$ cat src/rtl/batch_grant_scheduler_if.sv
// ---------------------------------------------------------------------------
// batch_grant_scheduler_if
//   Bundles the request, control and grant handshake signals of
//   batch_grant_scheduler.
//   master : requester/consumer side (drives req, start, flush, grant_ready)
//   slave  : scheduler side (drives grant_valid, grant_idx, busy, done,
//            grant_count)
// ---------------------------------------------------------------------------
interface batch_grant_scheduler_if #(
  parameter int INPUTS = 12,
  parameter int STAGES = 7
);
  localparam int IDX_W = (INPUTS > 1) ? $clog2(INPUTS) : 1;
  localparam int CNT_W = $clog2(STAGES + 1);

  logic [INPUTS-1:0] req;
  logic              start;
  logic              flush;
  logic              grant_ready;
  logic              grant_valid;
  logic [IDX_W-1:0]  grant_idx;
  logic              busy;
  logic              done;
  logic [CNT_W-1:0]  grant_count;

  modport master (
    output req, start, flush, grant_ready,
    input  grant_valid, grant_idx, busy, done, grant_count
  );

  modport slave (
    input  req, start, flush, grant_ready,
    output grant_valid, grant_idx, busy, done, grant_count
  );
endinterface

$ cat src/rtl/batch_grant_scheduler.sv
// ---------------------------------------------------------------------------
// batch_grant_scheduler
//   Shares one downstream resource among INPUTS requesters in batches. A start
//   strobe snapshots req; one SCAN cycle picks up to STAGES pending requesters
//   in round-robin order beginning at ptr; the picks are then issued one per
//   valid/ready handshake, followed by a one-cycle done pulse. ptr advances
//   past the last granted index so the next batch continues where this one
//   stopped.
//   clk, rst_n : clock, asynchronous active-low reset
//   bus        : slave side of batch_grant_scheduler_if
//                (req/start/flush/grant_ready in; grant_valid/grant_idx/
//                 busy/done/grant_count out)
//   All outputs are decoded from flops only.
// ---------------------------------------------------------------------------
module batch_grant_scheduler #(
  parameter int INPUTS = 12,
  parameter int STAGES = 7
) (
  input logic                     clk,
  input logic                     rst_n,
  batch_grant_scheduler_if.slave  bus
);
  localparam int IDX_W = (INPUTS > 1) ? $clog2(INPUTS) : 1;
  localparam int CNT_W = $clog2(STAGES + 1);
  localparam logic [IDX_W:0]   INPUTS_W = (IDX_W + 1)'(INPUTS);
  localparam logic [IDX_W-1:0] LAST_IDX = IDX_W'(INPUTS - 1);

  typedef enum logic [1:0] {S_IDLE, S_SCAN, S_ISSUE, S_DONE} state_e;

  state_e                        state_q, state_d;
  logic [INPUTS-1:0]             snap_q, snap_d;
  logic [IDX_W-1:0]              ptr_q, ptr_d;
  logic [STAGES-1:0][IDX_W-1:0]  list_q, list_d;
  logic [CNT_W-1:0]              k_q, k_d;
  logic [CNT_W-1:0]              cnt_q, cnt_d;

  // Round-robin search: rotate snap so bit j is requester (ptr+j) mod INPUTS,
  // then collect the first STAGES set bits in ascending j.
  logic [2*INPUTS-1:0]           snap_dbl;
  logic [INPUTS-1:0]             snap_rot;
  logic [STAGES-1:0][IDX_W-1:0]  scan_list;
  logic [CNT_W-1:0]              scan_n;

  always_comb begin
    logic [IDX_W:0] pos;
    // NOTE: every variable gets a default before any branch so no path can
    // leave it unassigned and infer a latch.
    snap_dbl  = {snap_q, snap_q} >> ptr_q;
    snap_rot  = snap_dbl[INPUTS-1:0];
    scan_list = '0;
    scan_n    = '0;
    pos       = '0;
    for (int j = 0; j < INPUTS; j++) begin
      pos = {1'b0, ptr_q} + (IDX_W + 1)'(j);
      if (pos >= INPUTS_W) pos = pos - INPUTS_W;
      if (snap_rot[j] && (scan_n != CNT_W'(STAGES))) begin
        for (int s = 0; s < STAGES; s++) begin
          if (scan_n == CNT_W'(s)) scan_list[s] = pos[IDX_W-1:0];
        end
        scan_n = scan_n + CNT_W'(1);
      end
    end
  end

  // Current grant (list[k]) and last grant of the batch (list[n-1]).
  logic [IDX_W-1:0] cur_idx;
  logic [IDX_W-1:0] last_idx;

  always_comb begin
    cur_idx  = '0;
    last_idx = '0;
    for (int s = 0; s < STAGES; s++) begin
      if (k_q == CNT_W'(s))       cur_idx  = list_q[s];
      if (cnt_q == CNT_W'(s + 1)) last_idx = list_q[s];
    end
  end

  logic handshake;
  assign handshake = (state_q == S_ISSUE) && bus.grant_ready;

  always_comb begin
    state_d = state_q;
    snap_d  = snap_q;
    ptr_d   = ptr_q;
    list_d  = list_q;
    k_d     = k_q;
    cnt_d   = cnt_q;

    unique case (state_q)
      S_IDLE: begin
        if (bus.start) begin
          snap_d  = bus.req;
          state_d = S_SCAN;
        end
      end
      S_SCAN: begin
        list_d  = scan_list;
        cnt_d   = scan_n;
        k_d     = '0;
        state_d = (scan_n == '0) ? S_DONE : S_ISSUE;
      end
      S_ISSUE: begin
        if (handshake) begin
          if (k_q + CNT_W'(1) == cnt_q) state_d = S_DONE;
          else                          k_d     = k_q + CNT_W'(1);
        end
      end
      S_DONE: begin
        if (cnt_q != '0) ptr_d = (last_idx == LAST_IDX) ? '0 : last_idx + IDX_W'(1);
        state_d = S_IDLE;
      end
      default: state_d = S_IDLE;
    endcase

    // Abort overrides every transition: drop to IDLE and keep all batch
    // bookkeeping (ptr, grant_count) as it was. In IDLE this also blocks start.
    if (bus.flush) begin
      state_d = S_IDLE;
      snap_d  = snap_q;
      ptr_d   = ptr_q;
      list_d  = list_q;
      k_d     = k_q;
      cnt_d   = cnt_q;
    end
  end

  // NOTE: sequential state uses non-blocking assignments so every flop
  // samples its _d value from the same edge, independent of statement order.
  always_ff @(posedge clk or negedge rst_n) begin
    if (!rst_n) begin
      state_q <= S_IDLE;
      snap_q  <= '0;
      ptr_q   <= '0;
      // NOTE: the grant list is reset too, so grant_idx reads 0 after reset
      // instead of exposing stale indices from an interrupted batch.
      list_q  <= '0;
      k_q     <= '0;
      cnt_q   <= '0;
    end else begin
      state_q <= state_d;
      snap_q  <= snap_d;
      ptr_q   <= ptr_d;
      list_q  <= list_d;
      k_q     <= k_d;
      cnt_q   <= cnt_d;
    end
  end

  assign bus.grant_valid = (state_q == S_ISSUE);
  assign bus.grant_idx   = cur_idx;
  assign bus.busy        = (state_q != S_IDLE);
  assign bus.done        = (state_q == S_DONE);
  assign bus.grant_count = cnt_q;

endmodule

$ cat src/flat_wrapper.sv
// flat-port wrapper written by rule: the top's interface ports become plain ports
module batch_grant_scheduler_flat 
#(
  parameter int INPUTS = 12,
  parameter int STAGES = 7
)
  (clk, rst_n, bus_req, bus_start, bus_flush, bus_grant_ready, bus_grant_valid, bus_grant_idx, bus_busy, bus_done, bus_grant_count);
  batch_grant_scheduler_if #(.INPUTS(INPUTS), .STAGES(STAGES)) bus_i ();
  input logic clk;
  input logic rst_n;
  input wire logic [$bits(bus_i.req)-1:0] bus_req;
  input wire logic [$bits(bus_i.start)-1:0] bus_start;
  input wire logic [$bits(bus_i.flush)-1:0] bus_flush;
  input wire logic [$bits(bus_i.grant_ready)-1:0] bus_grant_ready;
  output wire logic [$bits(bus_i.grant_valid)-1:0] bus_grant_valid;
  output wire logic [$bits(bus_i.grant_idx)-1:0] bus_grant_idx;
  output wire logic [$bits(bus_i.busy)-1:0] bus_busy;
  output wire logic [$bits(bus_i.done)-1:0] bus_done;
  output wire logic [$bits(bus_i.grant_count)-1:0] bus_grant_count;
  assign bus_i.req = bus_req;
  assign bus_i.start = bus_start;
  assign bus_i.flush = bus_flush;
  assign bus_i.grant_ready = bus_grant_ready;
  assign bus_grant_valid = bus_i.grant_valid;
  assign bus_grant_idx = bus_i.grant_idx;
  assign bus_busy = bus_i.busy;
  assign bus_done = bus_i.done;
  assign bus_grant_count = bus_i.grant_count;
  batch_grant_scheduler #(.INPUTS(INPUTS), .STAGES(STAGES)) u_core (.clk(clk), .rst_n(rst_n), .bus(bus_i));
endmodule
$ cat config.mk
export PLATFORM = sky130hd
export DESIGN_NAME = batch_grant_scheduler_flat
export DESIGN_NICKNAME = d
export VERILOG_FILES = /design/src/rtl/batch_grant_scheduler_if.sv /design/src/rtl/batch_grant_scheduler.sv /design/src/flat_wrapper.sv
export SDC_FILE = /design/constraint.sdc
export NUM_CORES = 1
export LEC_CHECK = 0
export ABC_AREA = 1
export BUFFER_PORTS_ARGS = -buffer_cell sky130_fd_sc_hd__buf_2
export CAP_MARGIN = 10
export CORE_MARGIN = 2
export CORE_UTILIZATION = 50
export DETAILED_ROUTE_END_ITERATION = 8
export PLACE_DENSITY = 0.69
export SYNTH_ARGS = -nofsm -noshare
export SYNTH_HDL_FRONTEND = slang
export SYNTH_SLANG_ARGS = --single-unit
export TNS_END_PERCENT = 30
$ cat constraint.sdc
create_clock -name clk -period 9.9 [get_ports clk]
set_clock_uncertainty 0.15 [all_clocks]
set_input_delay 0 -clock clk [delete_from_list [all_inputs] [get_ports clk]]
set_output_delay 0 -clock clk [all_outputs]
set_load 0.1 [all_outputs]
==> impl_metrics.ini <==
[outcome]
outcome = finished, final reports clean

[placement]
place_congestion = 1.00
hpwl_um = 24000
dp_cells = 1682
port_buffers = 26

[worst_setup_path]
rrSetupSlack_ns = 0.40
path_delay_family = simple AND/OR/NAND/NOR gates
worst_path_largest_cell_delay_ns = 0.62
required_ns = 9.92
cpMaxStageDelayCell = a21oi_2
cp_max_fo = 11
r2r-start = u_core.ptr_q[0]
path_class = flip-flop to flip-flop
crit_top_cell = nand2_4
r2r_end = u_core.state_q[0]
startpoint_type = flip-flop
r2r_cells = 67
crit_buf_inv = 16
arrival_ns = 9.53
end_kind = flip-flop

[logic_synthesis]
synthFlopType = dfrtp_1
synth_edf_count = 0
synth_area_leader_cell = nand2_1
ys_top_cells_by_area = nand2_1 19%, dfrtp_1 15%, nand3_1 12%, ha_1 10%, inv_1 7.0%
synth_cells = 1420
synth-seq-cells = 52
syn_nets = 1507
synth.yosys.seq_area_share_pct = 14.9
ys_async_sr_fraction_pct = 100
syn_avg_cell_area_um2 = 6.15
yosysUniqueCellTypes = 49
synth_warnings = 0
synth_top_area_share_pct = 18.9
synth_area_um2 = 8730

[die]
start_util_pct = 50.8
die_h_um = 136
die_x_um = 136
coreArea_um2 = 17200
ios = 27
rows = 48
dieArea_um2 = 18500

[routing]
drtIter0Drc = 996
ant_nets = 0
via_per_inst = 5.89
wire_per_inst_um = 17.9
first_pass_iters = 5
dr_total_vias = 10300
finalWirelength_um = 31400
drc = 0

[hold_path]
min_to = u_core.state_q[1]
whs_path_depth = 3
min_path_type = input port to flip-flop
worstHoldStart = bus_start

[final_layout]
area_growth_pct = 19.1
layout_commonest_cell = nand2_1
drive_above_1_share_pct = 20.2
nNetsFinal = 1615
final_cell_mix = 422 x nand2_1, 201 x nand3_1, 147 x inv_1
fin_cells = 1753
antenna_cells = 0

[grt]
grt_max_degree = 53
grt_pass1_wl_um = 48100
track_usage_pct = 33.0
overflow = 0
grt_pass1_vias = 9219
antenna_found_initial = 0

[timing]
slew_headroom_pct = 34.0
setup_violations = 0
fmax_mhz = 105
fin_crit_ns = 9.51
tightestPinTransition_ns = 0.980
slew_viol_final = 0
hold_viol_final = 0
fin_crit_sh_pct = 96.0

[clock_tree]
cts_buffers = 5
cts.sinks = 52
root_buffer = clkbuf_16
htree_levels = 2
clk_latency_ns = 0.29
cts_tree = yes
clockBufferDepth = 2
path_clk_slew_ns = 0.07

[run]
maxCapViolCount = 0
cell families (layout without fill, tap and decap cells):
logic type,count (synthesis),in the layout,share of synthesized area (%)
and+or+nand+nor,851,854,48.0
AOI/OAI and AO/OA,213,213,14.7
buffers and inverters,207,312,9.45
adders and majority gates,70,70,10.0
DFF,52,52,14.9
xor gates and xnor gates,19,19,1.91
muxes,8,8,1.03
worst register-to-register path, delay by kind of cell, from the launching register on:
family	cells	cell delay (ns)
DFF	1	0.49
adders and majority gates	9	1.70
AOI/OAI and AO/OA	3	0.90
buffers and inverters	16	1.65
and+or+nand+nor	39	4.53
per-stage QoR:
stage	setup TNS [ns]	utilization, %	worst slack [ns]	hold slack, ns	instance area (µm²)
final	0	60.5	0.395	0.0183	10400
after global routing	-2.28	60.5	-0.152	0.0446	10400
after CTS	0	57.5	0.0121	0.00584	9870
after detailed placement	-13.38	54.7	-0.519	0.00183	9390
after global placement	-1.49	54.7	-0.100	0.00194	9390
after floorplan	0	-	0.0197	-0.446	8820
layer usage:
| layer | global-route usage (%) | routed length [µm] | vias to the layer above |
|---|---|---|---|
| li1 | - | - | 4983 |
| met1 | 48.0 | 13800 | 4847 |
| met2 | 51.3 | 13900 | 434 |
| met3 | 4.96 | 2810 | 67 |
| met4 | 7.64 | 784 | 0 |
| met5 | 0 | 0 | - |
Yosys cell counts (2+ instances only):
cell and count:
nand4_1 28, o21ai_1 20, xor2_1 16, o21bai_1 2, nand2_2 27, mux2_2 8, or2_0 3, buf_4 3
nor2_2 2, o21ai_0 61, a211oi_1 2, a221oi_1 5, nor3_1 7, buf_2 8, nand3_1 210, o21a_1 3
a31oi_1 5, nand2_4 9, nand2_1 439, a221o_1 3, a22oi_1 3, dfrtp_1 52, ha_1 70, xnor2_1 3
o22ai_1 7, nor2_1 60, clkbuf_1 15, o211ai_1 39, inv_1 163, buf_6 3, nand3_4 13, or2_2 7
clkinv_1 4, a21oi_2 3, nand3_2 36, buf_1 2, a21oi_1 51, nor2_4 4, o221ai_1 7, inv_2 8
timing repair:
item / 4_1_cts / 5_1_grt
gates resized for setup: 13 / 66
hold buffers: 15 / 0
setup buffers: 15 / 29
pin swaps: 5 / 24
endpoints found under the setup margin: 32 / 32
endpoints found under the hold margin: 67 / 0
cloned: 1 / 4
area by class of cell:
type	instances	area, µm²
multi-input cells	1164	6940
repair buffers	130	1030
clock inverters	1	30.0
inverters	175	679
flip-flops and latches	52	1300
fillers	1692	6780
well taps	225	282
clock buffers	6	129
worst max path at each step:
stage	startpoint	to	slack, ns	cells past startpoint
floorplan	u_core.ptr_q[1]	u_core.list_q[3]	0.02	77
global placement	u_core.ptr_q[0]	u_core.list_q[3]	-0.10	75
detailed placement	u_core.ptr_q[0]	u_core.list_q[3]	-0.52	78
CTS	u_core.ptr_q[0]	u_core.list_q[7]	0.01	74
global route	u_core.ptr_q[0]	u_core.list_q[12]	-0.15	75
finish	u_core.ptr_q[0]	u_core.state_q[0]	0.40	67
state kept, by name, summed over array words and instances (netlist names):
register,cells
u_core.bus.grant_count,3
u_core.list_q,28
u_core.k_q,3
u_core.state_q,2
u_core.snap_q,12
u_core.ptr_q,4
Power is not shown: default switching activity piles up to over one toggle a cycle in this logic, so the estimate is an artifact.
